`src/rtl/daq_frame_ctrl.sv`:
```
`default_nettype none
// ============================================================================
// Module   : daq_frame_ctrl
// Brief    : Host-commanded run controller framing 32-bit DAQ words into the
//            read FIFO as header / payload / tailer with backpressure.
// Revision : 1.0 - initial release
// ============================================================================
module daq_frame_ctrl #(
   parameter int         WORDS_PER_FRAME = 24,
   parameter int         GAP_CYCLES      = 0,
   parameter logic [7:0] HDR_BYTE        = 8'hF0,
   parameter logic [7:0] TLR_BYTE        = 8'hAA,
   parameter logic [7:0] CMD_START       = 8'hFF,
   parameter logic [7:0] CMD_RESET       = 8'hC0,
   parameter logic [7:0] CMD_CLOSE       = 8'hC7
) (
   input  logic        bus_clk,
   input  logic        rst_n,
   input  logic        cmd_valid,
   input  logic [7:0]  cmd_data,
   input  logic        stream_open,
   input  logic        fifo_full,
   output logic [31:0] fifo_din,
   output logic        fifo_wr_en,
   output logic        fifo_srst,
   output logic        busy,
   output logic [23:0] frame_cnt,
   output logic        led_run
);

   typedef enum logic [2:0] {
      ST_IDLE = 3'd0,
      ST_HDR  = 3'd1,
      ST_PAY  = 3'd2,
      ST_TLR  = 3'd3,
      ST_GAP  = 3'd4
   } state_t;

   localparam logic [15:0] c_last_word = 16'(WORDS_PER_FRAME - 1);
   localparam logic [15:0] c_gap_last  = 16'(GAP_CYCLES - 1);

   state_t      r_state, w_state;
   logic [15:0] r_word_idx, w_word_idx;
   logic [15:0] r_xor, w_xor;
   logic [15:0] r_gap_cnt, w_gap_cnt;
   logic [23:0] r_frame_cnt, w_frame_cnt;
   logic [31:0] r_din, w_din;
   logic        r_close_pend, w_close_pend;
   logic        r_srst;
   logic        r_led;
   logic        r_open_q;

   logic w_busy, w_accept;
   logic w_cmd_start, w_cmd_close, w_cmd_reset, w_open_fall, w_abort;

   assign w_busy      = (r_state == ST_HDR) || (r_state == ST_PAY) || (r_state == ST_TLR);
   assign w_accept    = w_busy && !fifo_full;
   assign w_cmd_start = cmd_valid && (cmd_data == CMD_START);
   assign w_cmd_close = cmd_valid && (cmd_data == CMD_CLOSE);
   assign w_cmd_reset = cmd_valid && (cmd_data == CMD_RESET);
   assign w_open_fall = r_open_q && !stream_open;
   assign w_abort     = w_cmd_reset || w_open_fall;

   always_comb begin
      w_state      = r_state;
      w_word_idx   = r_word_idx;
      w_xor        = r_xor;
      w_gap_cnt    = r_gap_cnt;
      w_frame_cnt  = r_frame_cnt;
      w_din        = r_din;
      w_close_pend = r_close_pend;

      if (w_abort) begin
         w_state      = ST_IDLE;
         w_word_idx   = 16'd0;
         w_xor        = 16'd0;
         w_gap_cnt    = 16'd0;
         w_frame_cnt  = 24'd0;
         w_din        = 32'd0;
         w_close_pend = 1'b0;
      end else begin
         if (r_state != ST_IDLE) begin
            if (w_cmd_close)
               w_close_pend = 1'b1;
            else if (w_cmd_start)
               w_close_pend = 1'b0;
         end

         // The next word is loaded together with the state so it is on
         // fifo_din the same cycle the new state can write it.
         case (r_state)
            ST_IDLE: begin
               if (w_cmd_start && stream_open) begin
                  w_state    = ST_HDR;
                  w_word_idx = 16'd0;
                  w_xor      = 16'd0;
                  w_din      = {HDR_BYTE, r_frame_cnt};
               end
            end
            ST_HDR: begin
               if (w_accept) begin
                  w_state = ST_PAY;
                  w_din   = {r_frame_cnt[15:0], 16'd0};
               end
            end
            ST_PAY: begin
               if (w_accept) begin
                  w_xor = r_xor ^ r_word_idx;
                  if (r_word_idx == c_last_word) begin
                     w_state = ST_TLR;
                     w_din   = {TLR_BYTE, 8'h00, r_xor ^ r_word_idx};
                  end else begin
                     w_word_idx = r_word_idx + 16'd1;
                     w_din      = {r_frame_cnt[15:0], r_word_idx + 16'd1};
                  end
               end
            end
            ST_TLR: begin
               if (w_accept) begin
                  w_frame_cnt = r_frame_cnt + 24'd1;
                  if (w_close_pend) begin
                     w_state      = ST_IDLE;
                     w_close_pend = 1'b0;
                     w_din        = 32'd0;
                  end else if (GAP_CYCLES == 0) begin
                     w_state    = ST_HDR;
                     w_word_idx = 16'd0;
                     w_xor      = 16'd0;
                     w_din      = {HDR_BYTE, w_frame_cnt};
                  end else begin
                     w_state   = ST_GAP;
                     w_gap_cnt = 16'd0;
                  end
               end
            end
            ST_GAP: begin
               if (r_gap_cnt == c_gap_last) begin
                  w_state    = ST_HDR;
                  w_word_idx = 16'd0;
                  w_xor      = 16'd0;
                  w_din      = {HDR_BYTE, r_frame_cnt};
               end else begin
                  w_gap_cnt = r_gap_cnt + 16'd1;
               end
            end
            default: begin
               w_state = ST_IDLE;
               w_din   = 32'd0;
            end
         endcase
      end
   end

   always_ff @(posedge bus_clk or negedge rst_n) begin
      if (!rst_n) begin
         r_state      <= ST_IDLE;
         r_word_idx   <= 16'd0;
         r_xor        <= 16'd0;
         r_gap_cnt    <= 16'd0;
         r_frame_cnt  <= 24'd0;
         r_din        <= 32'd0;
         r_close_pend <= 1'b0;
         r_srst       <= 1'b1;
         r_led        <= 1'b0;
         r_open_q     <= 1'b0;
      end else begin
         r_state      <= w_state;
         r_word_idx   <= w_word_idx;
         r_xor        <= w_xor;
         r_gap_cnt    <= w_gap_cnt;
         r_frame_cnt  <= w_frame_cnt;
         r_din        <= w_din;
         r_close_pend <= w_close_pend;
         // Stream close aborts like a reset but the FIFO is reset elsewhere.
         r_srst       <= w_cmd_reset;
         r_led        <= (w_state != ST_IDLE);
         r_open_q     <= stream_open;
      end
   end

   assign fifo_din   = r_din;
   assign fifo_wr_en = w_accept;
   assign fifo_srst  = r_srst;
   assign busy       = w_busy;
   assign frame_cnt  = r_frame_cnt;
   assign led_run    = r_led;

endmodule
`default_nettype wire

```
`config.mk`:
```
export PLATFORM = sky130hd
export DESIGN_NAME = daq_frame_ctrl
export DESIGN_NICKNAME = d
export VERILOG_FILES = /design/src/rtl/daq_frame_ctrl.sv
export SDC_FILE = /design/constraint.sdc
export NUM_CORES = 1
export LEC_CHECK = 0
export CAP_MARGIN = 20
export CORE_MARGIN = 10
export CORE_UTILIZATION = 40
export DETAILED_ROUTE_END_ITERATION = 6
export PLACE_DENSITY = 0.59
export SETUP_SLACK_MARGIN = 0.4
export SLEW_MARGIN = 10
export SYNTH_ARGS = -nofsm -noshare
export SYNTH_HDL_FRONTEND = slang
export SYNTH_SLANG_ARGS = --single-unit
export TNS_END_PERCENT = 10
```
`constraint.sdc`:
```
create_clock -name bus_clk -period 2.7 [get_ports bus_clk]
set_input_delay 0.54 -clock bus_clk [delete_from_list [all_inputs] [get_ports bus_clk]]
set_output_delay 0.54 -clock bus_clk [all_outputs]
set_load 0.01 [all_outputs]
```
==> results.py, run 1 <==
metrics = {
    "placement": {
        "hpwl_mm": 14.5,
        "port_buffers": 72,
        "pre_cts_ws_ns": -0.306,
        "routabilityCongestion": 0.863,
    },
    "yosys": {
        "synth.cell_area_um2": 6480,
        "post_synth_num_cell_types": 68,
        "synth-simple-area-share": 0.244,
        "synth_top_flop_cell": "dfrtp_1",
        "synth-seq-cells": 111,
        "synth_fa_ha_area_frac": 0.00579,
        "yosys_warnings": 0,
        "synth.yosys.seq_area_share": 0.429,
        "synth-async-reset-ratio": 1.00,
        "synth-edff-count": 0,
        "syn_inst": 750,
        "synth_compound_area_frac": 0.201,
        "synth_xor_area_frac": 0.0716,
        "muxShareOfSynthArea": 0.00154,
        "synth_top_family_by_area": "simple AND/OR/NAND/NOR gates",
        "synth_nets": 766,
        "avgSynthCellArea_um2": 8.64,
    },
    "global_routing": {
        "grt_pass1_vias": 5940,
        "grt_max_degree": 112,
        "antenna_found_initial": 0,
        "grt_overflow": 0,
        "grt_pass1_wl_mm": 33.0,
        "grt_use_total": 0.186,
    },
    "clock_tree": {
        "cts_tree": "built",
        "numCtsBuffers": 9,
        "ctsHtreeMaxLevel": 3,
        "clock-sinks": 111,
        "cts-root-buf": "clkbuf_16",
        "clock_latency_ns": 0.36,
        "clock_path_buffers": 2,
        "clk_pin_slew_ns": 0.08,
    },
    "critical_path": {
        "cp_max_fo": 22,
        "arrival_ns": 2.58,
        "critPathMaxStageDelay_ns": 0.56,
        "critPathKind": "primary input to flop",
        "crit_slowest_cell": "or4_4",
        "required_ns": 2.93,
        "cp-end-kind": "flop",
        "crit_family": "buffers and inverters",
        "path_buf_inv": 4,
        "crit_path_start_kind": "primary input",
        "path_cells": "clkdlybuf4s50_1 -> inv_1 -> or4_4 -> a2bb2oi_4 -> buf_4 -> a21oi_2 -> buf_12 -> o21ai_0 -> o31ai_2",
    },
    "finish": {
        "final_net_count": 865,
        "syn_to_final_growth_pct": 28.7,
        "multiInputGateArea_um2": 3580,
        "layout_common_cells": "101 x dfrtp_1, 80 x nor2_1, 78 x nand2_1",
        "post-route-util": 0.525,
        "drive_gt1_frac": 0.171,
        "final-seq-area_um2": 2790,
        "fill_cells": 1511,
        "final_common_cell": "dfrtp_1",
        "antenna_cells": 0,
    },
    "sta": {
        "finalSetupViolations": 0,
        "period_share": 0.868,
        "hold_viol": 0,
        "max_freq_ghz": 0.427,
        "fin_tns_setup_ns": 0,
        "fin_ws_ns": 0.356,
        "finClkSkew_ns": 0.0129,
        "rsz0062_at_grt": "yes",
        "final-max-slew-violation-count": 0,
        "period_needed_ns": 2.34,
        "max-slew-margin-rel": 0.509,
        "tightest_slew_ns": 0.730,
    },
    "die": {
        "rows": 46,
        "die_h_um": 147,
        "die_area_um2": 21700,
        "die_w_um": 147,
        "coreArea_um2": 15900,
        "start_util": 0.408,
        "ios": 73,
    },
    "drt": {
        "drcViolationCount": 0,
        "dr.pass1.iters": 7,
        "vias": 6176,
        "viasPerCell": 5.78,
        "drt-total-wl_mm": 20.8,
        "drt_iter0_markers": 602,
        "wire_per_inst_um": 19.5,
        "ant_nets": 0,
    },
    "pwr": {
        "leakage_nw": 3.44,
        "ir_worst_vdd_uv": 322,
        "power_density_nw_per_um2": 390,
    },
    "hold_path": {
        "min_path_type": "primary input to asynchronous set/reset pin",
    },
    "outcome": {
        "run_status": "finished, final reports clean",
    },
    "job": {
        "maxCapViolCount": 0,
    },
}
## cells by family after synthesis
family / Yosys count
compound gates: 193
xor+xnor: 53
fa+ha+maj: 3
buf+inv: 74
flops: 111
mux: 1
simple gates: 315
## power breakdown
group	switching, W	total [W]	leakage, nW	internal (W)
clock	0.000648	0.00146	0.152	0.000810
combinational	0.0000929	0.000135	1.76	0.0000420
sequential	0.00000106	0.00166	1.53	0.00166
total	0.000742	0.00326	3.44	0.00251
## per-layer routing
metal,GRT usage,vias up,wire (um)
met5,0,-,0
met4,0.0758,0,505
met3,0.0375,32,1390
met2,0.273,248,9450
met1,0.259,3003,9460
li1,-,2893,-
## worst reg2reg max path: stages, from the launching register on
cell,delay (ns)
dfrtp_1,0.44
nand4_1,0.19
nor4_4,0.42
buf_4,0.20
a2bb2oi_4,0.18
buf_4,0.15
a21oi_2,0.06
buf_12,0.16
o21ai_0,0.26
o31ai_2,0.11
## synthesized netlist by cell type (3+ instances only)
master | number | share of area
buf_2 | 12 | 0.0093
nand2_1 | 79 | 0.046
nand4_1 | 23 | 0.022
clkbuf_2 | 4 | 0.0031
xnor2_1 | 28 | 0.038
clkbuf_1 | 37 | 0.021
o211ai_1 | 6 | 0.0069
a22o_1 | 9 | 0.012
o21ai_0 | 66 | 0.051
inv_1 | 14 | 0.0081
buf_1 | 5 | 0.0029
and3_1 | 14 | 0.014
nor2_1 | 83 | 0.048
ha_1 | 3 | 0.0058
nor4_1 | 12 | 0.012
xor2_1 | 25 | 0.034
o21ai_1 | 4 | 0.0031
nor2b_1 | 6 | 0.0058
or4_1 | 4 | 0.0046
nand2b_1 | 21 | 0.020
o22ai_1 | 8 | 0.0077
a221oi_1 | 8 | 0.011
dfrtp_1 | 110 | 0.42
a31oi_1 | 3 | 0.0029
a22oi_1 | 8 | 0.0093
a32oi_1 | 8 | 0.011
a21o_1 | 3 | 0.0035
and2_1 | 9 | 0.0087
a211oi_1 | 9 | 0.010
and4_1 | 3 | 0.0041
or3_1 | 10 | 0.0096
nand3_1 | 23 | 0.018
nor3_1 | 17 | 0.013
o31ai_1 | 6 | 0.0069
a21oi_1 | 31 | 0.024
## per-stage QoR
| step | cells | area, um^2 | hold WS (ns) | power [W] |
|---|---|---|---|---|
| floorplan | 750 | 6490 | 0.244 | 0.00174 |
| global placement | 1044 | 7790 | 0.463 | 0.00183 |
| detailed placement | 1044 | 7790 | 0.473 | 0.00183 |
| CTS | 1064 | 8210 | 0.295 | 0.00328 |
| global route | 1068 | 8340 | 0.301 | 0.00334 |
| finish | 1068 | 8340 | 0.249 | 0.00326 |
## cell type report
type,instances,area share
inverters,14,0.00630
clock inverters,5,0.00990
multi-input cells,565,0.429
well taps,216,0.0324
flip-flops and latches,111,0.334
repair buffers,148,0.161
clock buffers,9,0.0270
## flip-flops by register name (all words and copies together) (netlist names)
register,count
frame_cnt,24
r_state,3
fifo_din,32
r_close_pend,1
fifo_srst,1
r_xor,16
led_run,1
r_open_q,1
r_word_idx,16
r_gap_cnt,16
## timing repair
item | 4_1_cts | 5_1_grt
setup buffers | 4 | 4
setup endpoints to repair | 70 | 64
pin swaps | 11 | 3
cloned | 2 | 0
resized for setup | 32 | 29
hold buffers | 0 | 0
## worst paths after layout
kind | startpoint | to | slack, ns | depth (start not counted)
setup / recovery | stream_open | r_word_idx[15] | 0.36 | 9
hold / removal | rst_n | r_gap_cnt[7] | 0.25 | 2
setup reg to reg | r_gap_cnt[6] | r_word_idx[15] | 0.40 | 9
hold reg to reg | fifo_din[31] | fifo_din[31] | 0.49 | 2
max in group asynchronous | rst_n | r_word_idx[7] | 1.97 | 2
min in group bus_clk | fifo_din[31] | fifo_din[31] | 0.49 | 2
Power figures use the tool's default switching activity.
==> run 2: changes to the inputs <==
--- a/config.mk
+++ b/config.mk
@@ -9,7 +9,8 @@
 export CORE_MARGIN = 10
 export CORE_UTILIZATION = 40
 export DETAILED_ROUTE_END_ITERATION = 6
-export PLACE_DENSITY = 0.59
+export DONT_BUFFER_PORTS = 1
+export PLACE_DENSITY = 0.53
 export SETUP_SLACK_MARGIN = 0.4
 export SLEW_MARGIN = 10
 export SYNTH_ARGS = -nofsm -noshare
==> run 2 against run 1 <==
  * The flow now finishes with violations (negative hold slack)
  * Clock-buffer cell count up 2
  * Critical path depth down 2
  * Flip-flop and latch count unchanged
  * Combinational power down 44%
  * Clock power down 9%
  * Total power down 5.8%
  * Critical endpoint is now r_word_idx[2]
==> results.py, run 2 (synthesis results as in run 1) <==
metrics = {
    "hold_path": {
        "min_path_type": "primary input to asynchronous set/reset pin",
    },
    "placement": {
        "port_buffers": 0,
        "dpl.cell_count": 961,
        "hpwl_mm": 14.1,
        "routabilityCongestion": 0.845,
        "pre_cts_ws_ns": 0.127,
    },
    "clock_tree": {
        "clock_latency_ns": 0.36,
        "cts-root-buf": "clkbuf_16",
        "ctsHtreeMaxLevel": 3,
        "clock-sinks": 111,
        "cts_tree": "built",
        "clock_path_buffers": 2,
        "clk_pin_slew_ns": 0.07,
        "numCtsBuffers": 9,
    },
    "drt": {
        "drcViolationCount": 0,
        "wire_per_inst_um": 20.9,
        "viasPerCell": 5.95,
        "drt_iter0_markers": 551,
        "dr.pass1.iters": 6,
        "vias": 5865,
        "drt-total-wl_mm": 20.6,
        "ant_nets": 0,
    },
    "finish": {
        "final_net_count": 781,
        "antenna_cells": 0,
        "layout_common_cells": "106 x dfrtp_1, 82 x nor2_1, 78 x nand2_1",
        "drive_gt1_frac": 0.158,
        "largest_reg_flops": 32,
        "instances_no_fill": 986,
        "final_common_cell": "dfrtp_1",
        "syn_to_final_growth_pct": 15.4,
        "multiInputGateArea_um2": 3560,
        "fill_cells": 1557,
        "final-seq-area_um2": 2780,
    },
    "critical_path": {
        "cp-end-kind": "flop",
        "r2r_cells": 7,
        "critPathMaxStageDelay_ns": 0.58,
        "crit_path_start_kind": "flop",
        "r2r_slack_ns": 0.43,
        "critPathKind": "flop to flop",
        "path_cells": "nor3_4 -> or4b_1 -> buf_4 -> a41o_1 -> and3b_2 -> nand2_2 -> o32ai_2",
        "cp_max_fo": 8,
        "r2r_end": "r_word_idx[2]",
        "arrival_ns": 2.50,
        "path_buf_inv": 1,
        "crit_end": "r_word_idx[2]",
        "rr_startpoint": "r_state[0]",
        "crit_family": "simple AND/OR/NAND/NOR gates",
        "cp-startpoint": "r_state[0]",
        "required_ns": 2.92,
        "path_depth": 7,
        "crit_slowest_cell": "or4b_1",
    },
    "die": {
        "die_h_um": 147,
        "ios": 73,
        "rows": 46,
        "die_w_um": 147,
        "coreArea_um2": 15900,
        "start_util": 0.408,
        "die_area_um2": 21700,
    },
    "global_routing": {
        "antenna_found_initial": 0,
        "grt_use_total": 0.189,
        "grt_max_degree": 112,
        "grt_overflow": 0,
        "grt_pass1_vias": 5633,
        "grt_pass1_wl_mm": 33.1,
    },
    "pwr": {
        "p_switching_w": 0.000704,
        "leakage_nw": 3.09,
        "power_density_nw_per_um2": 410,
        "internal_power_w": 0.00236,
        "pwr-share-clk": 0.432,
        "swShare": 0.230,
        "combPwrFrac": 0.025,
        "seqPwrFrac": 0.543,
        "ir_worst_vdd_uv": 272,
    },
    "sta": {
        "finalSetupViolations": 0,
        "period_share": 0.842,
        "fin_ws_ns": 0.426,
        "rsz0062_at_grt": "yes",
        "tightest_slew_ns": 0.671,
        "fin_hold_ws_ns": -0.132,
        "max-slew-margin-rel": 0.549,
        "final-max-slew-violation-count": 0,
        "hold_viol": 110,
        "max_freq_ghz": 0.440,
        "fin_tns_setup_ns": 0,
        "finClkSkew_ns": 0.00901,
        "period_needed_ns": 2.27,
    },
    "outcome": {
        "run_status": "complete, but fails checks",
        "violations": "negative hold slack",
    },
    "job": {
        "maxCapViolCount": 0,
    },
}
==> run 2: worst register-to-register path, stage by stage (launching register included) <==
cell and delay (ns):
dfrtp_1 0.42, nor3_4 0.08, or4b_1 0.58, buf_4 0.19
a41o_1 0.31, and3b_2 0.28, nand2_2 0.17, o32ai_2 0.11
==> run 2: layout make-up <==
cell class	count	area share
multi-input combinational	566	0.475
sequential	111	0.372
timing repair buffer	63	0.0716
tap	216	0.0361
clock buffer	11	0.0338
inverter	14	0.00702
clock inverter	5	0.00418
==> run 2: how the worst min path moves through the flow <==
| stage | endpoint | slack (ns) | start | cells past startpoint |
|---|---|---|---|---|
| global placement | r_xor[9] | 0.25 | rst_n | 0 |
| global route | r_xor[7] | -0.15 | rst_n | 0 |
| detailed placement | r_xor[10] | 0.25 | rst_n | 0 |
| floorplan | fifo_din[0] | 0.24 | rst_n | 0 |
| CTS | r_xor[9] | -0.14 | rst_n | 0 |
| finish | r_xor[9] | -0.13 | rst_n | 0 |
==> run 2: metrics by stage <==
step | cell area (um^2) | utilization | power (W)
after floorplan | 6490 | - | 0.00174
after global placement | 6960 | 0.438 | 0.00176
after detailed placement | 6960 | 0.438 | 0.00176
after CTS | 7270 | 0.458 | 0.00307
after global routing | 7480 | 0.471 | 0.00317
final | 7480 | 0.471 | 0.00307
==> run 2: routing by layer <==
| layer | part of all wire | up-vias | global-route usage |
|---|---|---|---|
| li1 | - | 2735 | - |
| met1 | 0.44 | 2927 | 0.261 |
| met2 | 0.46 | 179 | 0.288 |
| met3 | 0.076 | 24 | 0.0430 |
| met4 | 0.018 | 0 | 0.0575 |
| met5 | 0 | - | 0 |
==> run 2: power groups by stage <==
stage          clock (W)  sequential (W)  combinational [W]
6_report         0.00133         0.00166          0.0000760
5_1_grt          0.00143         0.00166          0.0000815
4_1_cts          0.00135         0.00166          0.0000643
3_5_place_dp           0         0.00170          0.0000600
3_3_place_gp           0         0.00170          0.0000586
2_1_floorplan          0         0.00170          0.0000383
==> run 2: timing repair <==
action                                  CTS  global route
buffers inserted                          1             7
cloned                                    1             0
resized for setup                         3            37
endpoints found under the setup margin   41            68
hold endpoints to repair                110           110
pin swaps                                 2             5
==> run 3: changes to the inputs <==
==> constraint.sdc (replaced) <==
create_clock -name bus_clk -period 2.2 [get_ports bus_clk]
set_input_delay 0.44 -clock bus_clk [delete_from_list [all_inputs] [get_ports bus_clk]]
set_output_delay 0.44 -clock bus_clk [all_outputs]
set_load 0.01 [all_outputs]
==> run 3 against run 2 <==
  * Flip-flop and latch count unchanged
  * Worst setup slack got worse by 0.38 ns
  * The flow still finishes with violations (negative hold slack)
  * Design area increased by 7.7%
  * Via count increased by 1.3%
==> results.py, run 3 (synthesis results as in run 1) <==
metrics = {
    "finish": {
        "fill_cells": 1537,
        "instances_no_fill": 1031,
        "layout_common_cells": "105 x dfrtp_1, 97 x buf_4, 80 x nor2_1",
        "syn_to_final_growth_pct": 24.3,
        "final_common_cell": "dfrtp_1",
        "antenna_cells": 0,
        "drive_gt1_frac": 0.245,
        "multiInputGateArea_um2": 3760,
        "largest_reg_flops": 32,
        "final_net_count": 826,
        "final-seq-area_um2": 2790,
        "finalInstanceArea_um2": 8060,
    },
    "global_routing": {
        "grt_use_total": 0.187,
        "antenna_found_initial": 0,
        "grt_overflow": 0,
        "grt_pass1_vias": 5817,
        "grt_max_degree": 112,
        "grt_pass1_wl_mm": 32.9,
    },
    "pwr": {
        "seqPwrFrac": 0.541,
        "combPwrFrac": 0.025,
        "ir_worst_vdd_uv": 347,
        "internal_power_w": 0.00291,
        "power_density_nw_per_um2": 468,
        "pwr-share-clk": 0.435,
        "p_total_w": 0.00378,
        "leakage_nw": 3.42,
        "swShare": 0.230,
        "p_switching_w": 0.000867,
    },
    "placement": {
        "placed_cell_area_um2": 7340,
        "hpwl_mm": 14.6,
        "pre_cts_ws_ns": -0.0604,
        "port_buffers": 0,
        "dpl.cell_count": 998,
        "routabilityCongestion": 0.876,
    },
    "sta": {
        "rsz0062_at_grt": "yes",
        "max_freq_ghz": 0.465,
        "fin_hold_ws_ns": -0.234,
        "period_needed_ns": 2.15,
        "finClkSkew_ns": 0.00823,
        "period_share": 0.978,
        "tightest_slew_ns": 0.642,
        "hold_viol": 111,
        "max-slew-margin-rel": 0.572,
        "fin_ws_ns": 0.0486,
        "final-max-slew-violation-count": 0,
        "finalSetupViolations": 0,
    },
    "clock_tree": {
        "clock_path_buffers": 2,
        "cts_tree": "built",
        "clock-sinks": 111,
        "ctsHtreeMaxLevel": 3,
        "clock_latency_ns": 0.36,
        "clk_pin_slew_ns": 0.07,
        "cts-root-buf": "clkbuf_16",
        "numCtsBuffers": 9,
    },
    "drt": {
        "dr.pass1.iters": 5,
        "vias": 5944,
        "wire_per_inst_um": 20.0,
        "ant_nets": 0,
        "drt_iter0_markers": 460,
        "drcViolationCount": 0,
        "drt-total-wl_mm": 20.6,
        "viasPerCell": 5.77,
    },
    "critical_path": {
        "cp-startpoint": "r_state[1]",
        "cp_max_fo": 8,
        "r2r_cells": 8,
        "r2r_slack_ns": 0.05,
        "critPathKind": "flop to flop",
        "cp-end-kind": "flop",
        "required_ns": 2.44,
        "rr_startpoint": "r_state[1]",
        "arrival_ns": 2.39,
        "crit_path_start_kind": "flop",
        "r2r_end": "r_word_idx[4]",
    },
    "die": {
        "start_util": 0.408,
        "ios": 73,
        "die_w_um": 147,
        "die_area_um2": 21700,
        "coreArea_um2": 15900,
        "rows": 46,
        "die_h_um": 147,
    },
    "job": {
        "maxCapViolCount": 0,
    },
    "outcome": {
        "run_status": "complete, but fails checks",
        "violations": "negative hold slack",
    },
    "hold_path": {
        "min_path_type": "primary input to asynchronous set/reset pin",
    },
}
==> run 3: metal layers <==
layer / track usage / vias to the layer above / wire length, um
li1: - / 2819 / -
met1: 0.257 / 2945 / 9490
met2: 0.285 / 159 / 9620
met3: 0.0439 / 21 / 1230
met4: 0.0565 / 0 / 268
met5: 0 / - / 0
==> run 3: stage by stage <==
stage,setup TNS [ns],utilization
finish,0,0.507
global route,-0.159,0.507
CTS,0,0.490
detailed placement,-0.213,0.462
global placement,-0.00783,0.462
floorplan,0,-
==> run 3: worst max-delay path, cell delays in order, from the launching register on <==
cell	delay (ns)
dfrtp_2	0.42
nor3_4	0.07
or4b_4	0.55
buf_6	0.14
a41o_1	0.21
and3b_2	0.27
buf_4	0.15
nand2_4	0.11
o22ai_1	0.11
==> run 3: worst max-delay path by stage <==
stage                           to  slack (ns)  cells past startpoint
floorplan             fifo_din[10]        0.10                      9
global placement      fifo_din[21]      -0.004                      8
detailed placement     fifo_din[6]       -0.06                      7
CTS                       r_xor[5]        0.05                      9
global route        r_word_idx[11]       -0.05                      7
finish               r_word_idx[4]        0.05                      8
==> run 3: power by group through the flow <==
stage	clock [W]	combinational, W	sequential [W]
finish	0.00164	0.0000926	0.00204
global route	0.00179	0.0000986	0.00204
CTS	0.00169	0.0000894	0.00204
detailed placement	0	0.0000855	0.00208
global placement	0	0.0000851	0.00208
floorplan	0	0.0000512	0.00208
==> run 3: layout make-up <==
class                   count  area share
clock buffers              11      0.0314
clock inverters             5     0.00497
inverters                  14     0.00652
multi-input cells         566       0.467
flip-flops and latches    111       0.346
well taps                 216      0.0335
repair buffers            108       0.111
==> run 3: what timing repair did <==
item                       CTS  global route
gates resized for setup     25            57
cloned                       1             0
setup buffers                6            10
setup endpoints to repair   98           109
pin swaps                    7            21
hold endpoints to repair   111           111
